--- src/rtl/fifo_stream_reader.sv ---
// fifo_stream_reader: drains a synchronous FIFO read port into a registered valid/ready stream
// Ports:
//   clk        clock, all state changes on the rising edge
//   arst_n     asynchronous active-low reset
//   fifo_dout  FIFO read data (combinational head when FWFT=1, registered after rd_en when FWFT=0)
//   fifo_rd_en FIFO pop request
//   fifo_empty FIFO empty flag, FLEV is the level meaning "empty"
//   m_data     output stream data
//   m_valid    output word valid
//   m_ready    consumer accepts the word
//   level      number of words held in the internal buffer
module fifo_stream_reader #(
  parameter int T    = 64,
  parameter bit FWFT = 1'b1,
  parameter bit FLEV = 1'b0
) (
  input  logic         clk,
  input  logic         arst_n,
  input  logic [T-1:0] fifo_dout,
  output logic         fifo_rd_en,
  input  logic         fifo_empty,
  output logic [T-1:0] m_data,
  output logic         m_valid,
  input  logic         m_ready,
  output logic [1:0]   level
);
  // registered-output FIFOs need one extra slot for the word still in flight
  localparam int DEPTH = FWFT ? 2 : 3;
  logic [T-1:0] mem [DEPTH];
  logic [1:0] rd_ptr, wr_ptr, rd_nxt, wr_nxt;
  logic pend, cap, xfer, avail;
  assign avail = fifo_empty != FLEV;
  // pops only when every outstanding word is guaranteed a slot; independent of m_ready
  assign fifo_rd_en = arst_n && avail && ({1'b0, level} + {2'b0, pend} < 3'(DEPTH));
  assign cap = FWFT ? fifo_rd_en : pend;
  assign m_valid = level != 2'd0;
  assign xfer = m_valid && m_ready;
  assign rd_nxt = rd_ptr == 2'(DEPTH - 1) ? 2'd0 : rd_ptr + 2'd1;
  assign wr_nxt = wr_ptr == 2'(DEPTH - 1) ? 2'd0 : wr_ptr + 2'd1;
  always_comb begin
    m_data = '0;
    for (int i = 0; i < DEPTH; i++)
      if (rd_ptr == 2'(i)) m_data = mem[i];
  end
  always_ff @(posedge clk or negedge arst_n) begin
    if (!arst_n) begin
      rd_ptr <= 2'd0;
      wr_ptr <= 2'd0;
      level  <= 2'd0;
      pend   <= 1'b0;
      for (int i = 0; i < DEPTH; i++) mem[i] <= '0;
    end else begin
      pend  <= FWFT ? 1'b0 : fifo_rd_en;
      level <= level + {1'b0, cap} - {1'b0, xfer};
      if (cap) wr_ptr <= wr_nxt;
      if (xfer) rd_ptr <= rd_nxt;
      for (int i = 0; i < DEPTH; i++)
        if (cap && wr_ptr == 2'(i)) mem[i] <= fifo_dout;
    end
  end
endmodule

--- config.mk ---
export PLATFORM = sky130hd
export DESIGN_NAME = fifo_stream_reader
export DESIGN_NICKNAME = d
export VERILOG_FILES = /design/src/rtl/fifo_stream_reader.sv
export SDC_FILE = /design/constraint.sdc
export NUM_CORES = 1
export LEC_CHECK = 0
export BUFFER_PORTS_ARGS = -buffer_cell sky130_fd_sc_hd__buf_4
export CAP_MARGIN = 20
export CORE_ASPECT_RATIO = 1.2
export CORE_MARGIN = 2
export CORE_UTILIZATION = 56
export CTS_BUF_LIST = sky130_fd_sc_hd__clkbuf_8
export CTS_CLUSTER_SIZE = 30
export DETAILED_ROUTE_END_ITERATION = 10
export PLACE_DENSITY = 0.86
export SYNTH_ARGS = -nofsm -noshare
export SYNTH_HDL_FRONTEND = slang
export SYNTH_SLANG_ARGS = --single-unit
--- constraint.sdc ---
create_clock -name clk -period 2.5 [get_ports clk]
set_clock_uncertainty 0.2 [all_clocks]
set_input_delay 0.125 -clock clk [delete_from_list [all_inputs] [get_ports clk]]
set_output_delay 0.125 -clock clk [all_outputs]
set_load 0.02 [all_outputs]
==> results of run 1 <==
## layout make-up
class	instances	share of cell area, %
sequential	134	39.4
multi-input combinational	270	31.3
timing repair buffer	214	21.8
clock buffer	21	3.39
clock inverter	11	2.08
tap	132	1.94
inverter	2	0.0881
## worst max path at each step
stage	startpoint	endpoint	slack, ns	cells past startpoint
floorplan	level[1]	level[1]	0.41	7
global placement	level[1]	mem[63]	0.38	4
detailed placement	level[1]	mem[63]	0.35	4
CTS	rd_ptr[0]	m_data[35]	0.07	4
global route	rd_ptr[0]	m_data[54]	0.17	4
finish	rd_ptr[0]	m_data[24]	0.24	4
## report_power, final
part	leakage (nW)	internal, mW	switching (mW)
Combinational	2.34	3.03	2.72
Clock	0.248	1.28	0.814
Sequential	1.61	3.26	0.703
Total	4.20	7.57	4.24
## layer usage
layer,share of wire [%],GRT usage (%),wire length [um],vias up
li1,-,-,-,1911
met1,40,30.7,5930,2121
met2,53,43.0,7800,116
met3,4.0,6.35,597,43
met4,3.0,11.7,443,0
met5,0,0,0,-
## critical path, stage by stage (launching register included)
cell,delay [ns]
dfrtp_4,0.67
buf_4,0.33
mux2i_1,0.11
nor2_1,0.19
buf_4,0.20
## what timing repair did
item | 4_1_cts | 5_1_grt
hold buffers | 67 | 0
hold endpoints to repair | 265 | 0
setup buffers | 0 | 1
setup endpoints to repair | 0 | 3
## cells in the mapped netlist
cell type	number	share of area [%]
mux2_4	60	14
xor2_1	2	0.28
buf_1	1	0.060
nor2_1	65	3.9
or2_2	1	0.10
mux2i_1	64	10
nand2_2	1	0.10
mux2_2	68	12
clkbuf_1	7	0.42
buf_12	6	1.9
and2_1	1	0.10
a21boi_0	2	0.24
and3b_1	2	0.28
buf_6	2	0.36
buf_2	13	1.0
xnor2_1	2	0.28
inv_1	2	0.12
ha_1	2	0.40
dfrtp_1	134	54
## cells by family (layout without fill, tap and decap cells)
kind of cell / count (synthesis) / in the layout / share of synthesized area, %
buf+inv: 31 / 248 / 3.92
fa+ha+maj: 2 / 2 / 0.400
flops: 134 / 134 / 53.6
mux: 192 / 192 / 36.9
xor+xnor: 4 / 4 / 0.560
simple gates: 70 / 70 / 4.48
compound gates: 2 / 2 / 0.240
## registers in the layout (all words and copies together), names as in the netlist
signal and cells:
rd_ptr 2, mem 128, level 2, wr_ptr 2
## cell usage in the layout (no fill, tap or decap), types with 2 or more instances in the layout
cell type / synthesis / final
mux2i_1: 64 / 64
mux2_4: 60 / 60
xnor2_1: 2 / 2
buf_12: 6 / 5
nor2_1: 65 / 65
buf_4: 0 / 140
xor2_1: 2 / 2
clkbuf_8: 0 / 21
dlygate4sd3_1: 0 / 67
bufinv_16: 0 / 5
mux2_2: 68 / 68
clkinv_2: 0 / 4
dfrtp_1: 134 / 132
a21boi_0: 2 / 2
ha_1: 2 / 2
inv_1: 2 / 4
## per-stage QoR
stage / std cells / total power, mW
floorplan: 435 / 7.52
detailed placement: 684 / 9.51
finish: 784 / 11.8
CTS: 783 / 11.7
global route: 784 / 12.4
global placement: 684 / 9.26
==> report_table.html, run 1 <==
<table>
<tr><th>Metric</th><th>Value</th></tr>
<tr><th colspan="2">Clock tree</th></tr>
<tr><td>Clock insertion delay at the later pin of the skew report</td><td>0.43 ns</td></tr>
<tr><td>Number of H-tree branching levels</td><td>4</td></tr>
<tr><td>Clock transition at the registers of the reported paths</td><td>0.08 ns</td></tr>
<tr><td>Clock tree from TritonCTS</td><td>yes</td></tr>
<tr><td>Clock buffer depth</td><td>2</td></tr>
<tr><td>Sinks on the clock net</td><td>134</td></tr>
<tr><td>Number of clock buffers inserted by TritonCTS</td><td>17</td></tr>
<tr><td>Clock root buffer</td><td>clkbuf_8</td></tr>
<tr><td>Resized cells post-CTS</td><td>0</td></tr>
<tr><th colspan="2">Yosys</th></tr>
<tr><td>Register bit count reported by yosys</td><td>134</td></tr>
<tr><td>Synthesis Warnings</td><td>0</td></tr>
<tr><td>Synthesized instance count</td><td>435</td></tr>
<tr><td>Cell Area, Synth</td><td>6260 sq um</td></tr>
<tr><td>Sequential area share after synthesis</td><td>53.6%</td></tr>
<tr><td>Number of nets in the synthesized netlist</td><td>505</td></tr>
<tr><td>Syn_area_per_cell</td><td>14.4 sq um</td></tr>
<tr><td>Number of distinct library cells after synthesis</td><td>19</td></tr>
<tr><th colspan="2">Die</th></tr>
<tr><td>Die height</td><td>120 um</td></tr>
<tr><td>Number of placed I/O pins</td><td>136</td></tr>
<tr><td>Die Width</td><td>101 um</td></tr>
<tr><td>Initial core utilization</td><td>57.0%</td></tr>
<tr><td>Standard-cell rows</td><td>42</td></tr>
<tr><td>Total Die Area</td><td>12000 sq um</td></tr>
<tr><td>Core outline area</td><td>11000 sq um</td></tr>
<tr><th colspan="2">Worst setup path</th></tr>
<tr><td>Setup crit start kind</td><td>register</td></tr>
<tr><td>Critical register-to-register path startpoint</td><td>level[1]</td></tr>
<tr><td>Reg-to-reg setup timing slack</td><td>0.34 ns</td></tr>
<tr><td>Top fanout value on the critical path</td><td>17</td></tr>
<tr><td>Worst reg2reg path endpoint</td><td>mem[63]</td></tr>
<tr><td>Setup CP Type</td><td>reg2out</td></tr>
<tr><td>Capturing element type of the critical path</td><td>primary output</td></tr>
<tr><td>Crit path DAT</td><td>1.94 ns</td></tr>
<tr><td>Depth of the worst register-to-register path</td><td>4</td></tr>
<tr><td>Worst Path Required</td><td>2.17 ns</td></tr>
<tr><th colspan="2">GRT</th></tr>
<tr><td>Via count of the first global-routing pass</td><td>4711</td></tr>
<tr><td>Pin count of the biggest net entering global routing</td><td>75</td></tr>
<tr><td>Antenna violations before repair</td><td>0</td></tr>
<tr><td>Global router's overall resource usage</td><td>25.5%</td></tr>
<tr><td>First-pass GRT wire length</td><td>23.7 mm</td></tr>
<tr><td>Total congestion overflow</td><td>0</td></tr>
<tr><th colspan="2">Layout</th></tr>
<tr><td>Summed area of non-filler cells in the final layout</td><td>8520 sq um</td></tr>
<tr><td>Footprint of the multi-input gates</td><td>2670 sq um</td></tr>
<tr><td>Register area</td><td>3360 sq um</td></tr>
<tr><td>Final core utilization</td><td>77.6%</td></tr>
<tr><td>Diodes inserted</td><td>0</td></tr>
<tr><td>Number of nets in the finished design</td><td>709</td></tr>
<tr><td>Fill cell instance count of the final layout</td><td>632</td></tr>
<tr><td>Area added between synthesis and finish</td><td>36.2%</td></tr>
<tr><td>Proportion of layout cells with a drive suffix above 1</td><td>47.5%</td></tr>
<tr><th colspan="2">Timing</th></tr>
<tr><td>Relative slew slack</td><td>37.3%</td></tr>
<tr><td>Number of slew-limit violations in the final report</td><td>0</td></tr>
<tr><td>Endpoints failing hold</td><td>0</td></tr>
<tr><td>Sum of negative setup slack</td><td>0 ns</td></tr>
<tr><td>Tmin final</td><td>2.26 ns</td></tr>
<tr><td>Unrepaired setup endpoints after global routing</td><td>no</td></tr>
<tr><td>Final Cycle Share</td><td>90.4%</td></tr>
<tr><td>Least-Margin Pin Slew</td><td>0.940 ns</td></tr>
<tr><td>Min setup slack post-route</td><td>0.240 ns</td></tr>
<tr><td>Highest clock frequency the design can meet</td><td>442 MHz</td></tr>
<tr><td>Final setup fails</td><td>0</td></tr>
<tr><td>Hold slack final</td><td>0.256 ns</td></tr>
<tr><th colspan="2">Routing</th></tr>
<tr><td>Post-DR vias/cell</td><td>5.35</td></tr>
<tr><td>Number of iterations in the first detailed-routing pass</td><td>4</td></tr>
<tr><td>Wirelength, routed</td><td>14.8 mm</td></tr>
<tr><td>Total number of vias</td><td>4191</td></tr>
<tr><td>Residual antenna-violating net count after detailed routing</td><td>0</td></tr>
<tr><td>Wirelength per Cell</td><td>18.8 um</td></tr>
<tr><td>Count of routing violations after the opening detailed-route iteration</td><td>158</td></tr>
<tr><td>DRC violation count after routing</td><td>0</td></tr>
<tr><th colspan="2">Pwr</th></tr>
<tr><td>P per Cell Area</td><td>1390 nW/um^2</td></tr>
<tr><td>Leak pwr</td><td>4.20 nW</td></tr>
<tr><td>Max IR drop VDD</td><td>0.863 mV</td></tr>
<tr><th colspan="2">Outcome</th></tr>
<tr><td>Result of the run</td><td>finished clean</td></tr>
<tr><th colspan="2">Placement</th></tr>
<tr><td>HPWL after detailed placement</td><td>8.82 mm</td></tr>
<tr><td>Number of port buffers</td><td>135</td></tr>
<tr><td>Setup WS pre-CTS</td><td>0.346 ns</td></tr>
<tr><td>Weighted congestion at the end of routability-driven global placement</td><td>0.759</td></tr>
<tr><td>Total placed instance area</td><td>7360 sq um</td></tr>
<tr><th colspan="2">Min path</th></tr>
<tr><td>Hold WC Path Type</td><td>in2async</td></tr>
<tr><th colspan="2">Job</th></tr>
<tr><td>Max Cap Violations</td><td>0</td></tr>
</table>
(Power assumes the default switching activity.)
==> run 2: changes to the inputs <==
- CORE_UTILIZATION: 56 -> 30
- PLACE_DENSITY: 0.86 -> 0.53
==> run 2 against run 1 <==
Wire length fell by 4.5%. Cell count up 17%. Worst setup slack better by 0.049 ns. Register-to-register slack better by 0.08 ns. Sequential share of layout area is 0.82 points lower. Core utilization decreased by 35 points. Non-clock buffer count fell by 1. Fmax grew 2.2%. Cell area up 2.1%.
==> report_table.html, run 2 (synthesis results as in run 1) <==
<table>
<tr><th>Metric</th><th>Value</th></tr>
<tr><th colspan="2">Worst setup path</th></tr>
<tr><td>Largest incremental delay on the critical path</td><td>0.50 ns (-0.17 ns)</td></tr>
<tr><td>Setup CP Type</td><td>reg2out</td></tr>
<tr><td>Depth of the worst register-to-register path</td><td>7 (+3)</td></tr>
<tr><td>Worst Path Required</td><td>2.17 ns (about the same)</td></tr>
<tr><td>CP Cell Sequence</td><td>buf_4 -&gt; mux2i_1 -&gt; nor2_1 -&gt; buf_4</td></tr>
<tr><td>Crit path DAT</td><td>1.89 ns (-0.05 ns)</td></tr>
<tr><td>Reg-to-reg setup timing slack</td><td>0.42 ns (+0.08 ns)</td></tr>
<tr><td>Dominant cell type by count on the critical path</td><td>buf_4</td></tr>
<tr><td>Worst reg2reg path endpoint</td><td>level[1]</td></tr>
<tr><td>Critical register-to-register path startpoint</td><td>level[1]</td></tr>
<tr><td>Capturing element type of the critical path</td><td>primary output</td></tr>
<tr><td>Cell at the slowest stage of the critical path</td><td>buf_4</td></tr>
<tr><td>Top fanout value on the critical path</td><td>31 (+14)</td></tr>
<tr><td>Setup crit start kind</td><td>register</td></tr>
<tr><th colspan="2">GRT</th></tr>
<tr><td>GR peak layer</td><td>met2</td></tr>
<tr><td>Met3 capacity usage during global routing</td><td>2.78% (-3.6 points)</td></tr>
<tr><td>Global router's overall resource usage</td><td>13.5% (-12 points)</td></tr>
<tr><td>Met2 demand-to-capacity share in global routing</td><td>21.5% (-21 points)</td></tr>
<tr><td>Grt met1 use</td><td>17.6% (-13 points)</td></tr>
<tr><td>Total congestion overflow</td><td>0 (unchanged)</td></tr>
<tr><td>Via count of the first global-routing pass</td><td>4473 (-5.1%)</td></tr>
<tr><td>Antenna violations before repair</td><td>0 (unchanged)</td></tr>
<tr><td>First-pass GRT wire length</td><td>22.9 mm (-3.5%)</td></tr>
<tr><td>Pin count of the biggest net entering global routing</td><td>135 (+80%)</td></tr>
<tr><th colspan="2">Pwr</th></tr>
<tr><td>Seq pwr share</td><td>32.8% (-0.7 points)</td></tr>
<tr><td>Part of the power in combinational logic</td><td>48.6% (about the same)</td></tr>
<tr><td>Switching power total</td><td>4.08 mW (-3.7%)</td></tr>
<tr><td>Max IR drop VDD</td><td>0.589 mV (-32%)</td></tr>
<tr><td>Leak pwr</td><td>4.21 nW (+0.19%)</td></tr>
<tr><td>Power after layout</td><td>11.7 mW (-1.4%)</td></tr>
<tr><td>Cell internal pwr</td><td>7.57 mW (about the same)</td></tr>
<tr><td>Clock power frac</td><td>18.6% (+0.9 points)</td></tr>
<tr><td>Switching Share</td><td>35.0% (-0.86 points)</td></tr>
<tr><td>P per Cell Area</td><td>1340 nW/um^2 (-3.4%)</td></tr>
<tr><th colspan="2">Timing</th></tr>
<tr><td>Endpoints failing hold</td><td>0 (unchanged)</td></tr>
<tr><td>Final setup fails</td><td>0 (unchanged)</td></tr>
<tr><td>Unrepaired setup endpoints after global routing</td><td>no</td></tr>
<tr><td>Tmin final</td><td>2.21 ns (-0.0492 ns)</td></tr>
<tr><td>Sum of negative setup slack</td><td>0 ns (unchanged)</td></tr>
<tr><td>Least-Margin Pin Slew</td><td>0.722 ns (-0.218 ns)</td></tr>
<tr><td>Number of slew-limit violations in the final report</td><td>0 (unchanged)</td></tr>
<tr><td>Final Cycle Share</td><td>88.4% (-2.0 points)</td></tr>
<tr><td>Hold slack final</td><td>0.186 ns (-0.0698 ns)</td></tr>
<tr><td>Relative slew slack</td><td>51.9% (+15 points)</td></tr>
<tr><td>Highest clock frequency the design can meet</td><td>452 MHz (+2.2%)</td></tr>
<tr><th colspan="2">Die</th></tr>
<tr><td>Total Die Area</td><td>22000 sq um (+83%)</td></tr>
<tr><td>Number of placed I/O pins</td><td>136 (unchanged)</td></tr>
<tr><td>Die height</td><td>162 um (+35%)</td></tr>
<tr><td>Initial core utilization</td><td>30.7% (-26 points)</td></tr>
<tr><td>Die Width</td><td>136 um (+35%)</td></tr>
<tr><td>Core outline area</td><td>20400 sq um (+86%)</td></tr>
<tr><td>Standard-cell rows</td><td>57 (+36%)</td></tr>
<tr><th colspan="2">Routing</th></tr>
<tr><td>Wirelength per Cell</td><td>15.4 um (-18%)</td></tr>
<tr><td>Residual antenna-violating net count after detailed routing</td><td>0 (unchanged)</td></tr>
<tr><td>Count of routing violations after the opening detailed-route iteration</td><td>163 (+3.2%)</td></tr>
<tr><td>Wirelength, routed</td><td>14.1 mm (-4.5%)</td></tr>
<tr><td>Number of iterations in the first detailed-routing pass</td><td>4 (unchanged)</td></tr>
<tr><td>DRC violation count after routing</td><td>0 (unchanged)</td></tr>
<tr><td>Total number of vias</td><td>4042 (-3.6%)</td></tr>
<tr><td>Post-DR vias/cell</td><td>4.41 (-17%)</td></tr>
<tr><th colspan="2">Placement</th></tr>
<tr><td>Cell count after placement</td><td>817 (+19%)</td></tr>
<tr><td>Number of port buffers</td><td>135 (unchanged)</td></tr>
<tr><td>HPWL after detailed placement</td><td>8.96 mm (+1.5%)</td></tr>
<tr><td>Weighted congestion at the end of routability-driven global placement</td><td>0.714 (-6.0%)</td></tr>
<tr><th colspan="2">Layout</th></tr>
<tr><td>Proportion of layout cells with a drive suffix above 1</td><td>47.5% (-0.081 points)</td></tr>
<tr><td>Fill cell instance count of the final layout</td><td>1962 (+210%)</td></tr>
<tr><td>Most common library cell in the layout ignoring fill and taps</td><td>buf_4</td></tr>
<tr><td>Final core utilization</td><td>42.7% (-35 points)</td></tr>
<tr><td>Number of nets in the finished design</td><td>708 (-0.14%)</td></tr>
<tr><td>Register name with the most flops</td><td>mem</td></tr>
<tr><td>Diodes inserted</td><td>0 (unchanged)</td></tr>
<tr><td>Finished Layout Cells</td><td>916 (+17%)</td></tr>
<tr><td>Area added between synthesis and finish</td><td>39.0%</td></tr>
<tr><td>Number of flip-flops in the largest register</td><td>128 (unchanged)</td></tr>
<tr><td>Most used cells in the layout excluding fill and tap cells</td><td>buf_4 (138), dfrtp_1 (132), mux2_2 (68)</td></tr>
<tr><th colspan="2">Job</th></tr>
<tr><td>Max Cap Violations</td><td>0 (unchanged)</td></tr>
<tr><th colspan="2">Clock tree</th></tr>
<tr><td>Clock tree from TritonCTS</td><td>yes</td></tr>
<tr><td>Clock buffer depth</td><td>2 (unchanged)</td></tr>
<tr><td>Clock insertion delay at the later pin of the skew report</td><td>0.42 ns (about the same)</td></tr>
<tr><td>Clock transition at the registers of the reported paths</td><td>0.08 ns (about the same)</td></tr>
<tr><td>Clock root buffer</td><td>clkbuf_8</td></tr>
<tr><td>Number of setup buffers added after CTS</td><td>0 (unchanged)</td></tr>
<tr><td>Number of H-tree branching levels</td><td>4 (unchanged)</td></tr>
<tr><td>Number of clock buffers inserted by TritonCTS</td><td>17 (unchanged)</td></tr>
<tr><td>Sinks on the clock net</td><td>134 (unchanged)</td></tr>
<tr><th colspan="2">Min path</th></tr>
<tr><td>Hold WC Path Type</td><td>in2async</td></tr>
<tr><th colspan="2">Outcome</th></tr>
<tr><td>Result of the run</td><td>finished clean</td></tr>
</table>
run 2: changes by cell type in the layout (fill, tap and decap cells not counted), sizes merged:
cell      previous run  this run
buf                147       146
bufinv               5         6
clkbuf              21        18
clkinvlp             0         1
inv                  4         5
run 2: how the worst max path moves through the flow:
stage,from,cells after the start,end,slack [ns]
2_1_floorplan,level[1],7,level[1],0.41
3_3_place_gp,level[1],7,level[1],0.51
3_5_place_dp,level[1],7,level[1],0.43
4_1_cts,rd_ptr[0],4,m_data[63],0.21
5_1_grt,rd_ptr[0],4,m_data[63],0.11
6_report,rd_ptr[0],4,m_data[10],0.29
run 2: per-layer routing:
| layer | up-vias | share of wire, % |
|---|---|---|
| met5 | - | 0 |
| met4 | 0 | 2.3 |
| met3 | 17 | 3.6 |
| met2 | 100 | 48 |
| met1 | 2022 | 46 |
| li1 | 1903 | - |
run 2: worst max-delay path: cells and delay by family, from the launching register on:
kind,cells,cell delay [ns]
muxes,1,0.30
buffers and inverters,2,0.67
and+or+nand+nor,1,0.06
DFF,1,0.42
run 2: layout make-up:
class                   count  area [sq um]  area share, %
clock inverters            14           231           2.66
clock buffers              18           248           2.85
multi-input cells         270          2670           30.7
flip-flops and latches    134          3360           38.6
repair buffers            213          1860           21.3
inverters                   2          7.51         0.0862
well taps                 265           332           3.81
run 2: what timing repair did:
item / 4_1_cts / 5_1_grt
hold buffers: 67 / 0
hold endpoints to repair: 265 / 0
resized for setup: 0 / 0
run 2: power groups by stage:
stage	combinational, mW	clock [mW]	sequential (mW)
5_1_grt	6.09	2.35	3.97
3_5_place_dp	5.67	0	3.85
4_1_cts	5.76	2.25	3.83
2_1_floorplan	3.83	0	3.69
6_report	5.67	2.16	3.83
3_3_place_gp	5.59	0	3.81
run 2: per-stage QoR:
| step | cell area (sq um) | setup slack (ns) |
|---|---|---|
| floorplan | 6260 | 0.407 |
| global placement | 7560 | 0.514 |
| detailed placement | 7560 | 0.434 |
| CTS | 8710 | 0.205 |
| global route | 8710 | 0.111 |
| finish | 8710 | 0.289 |
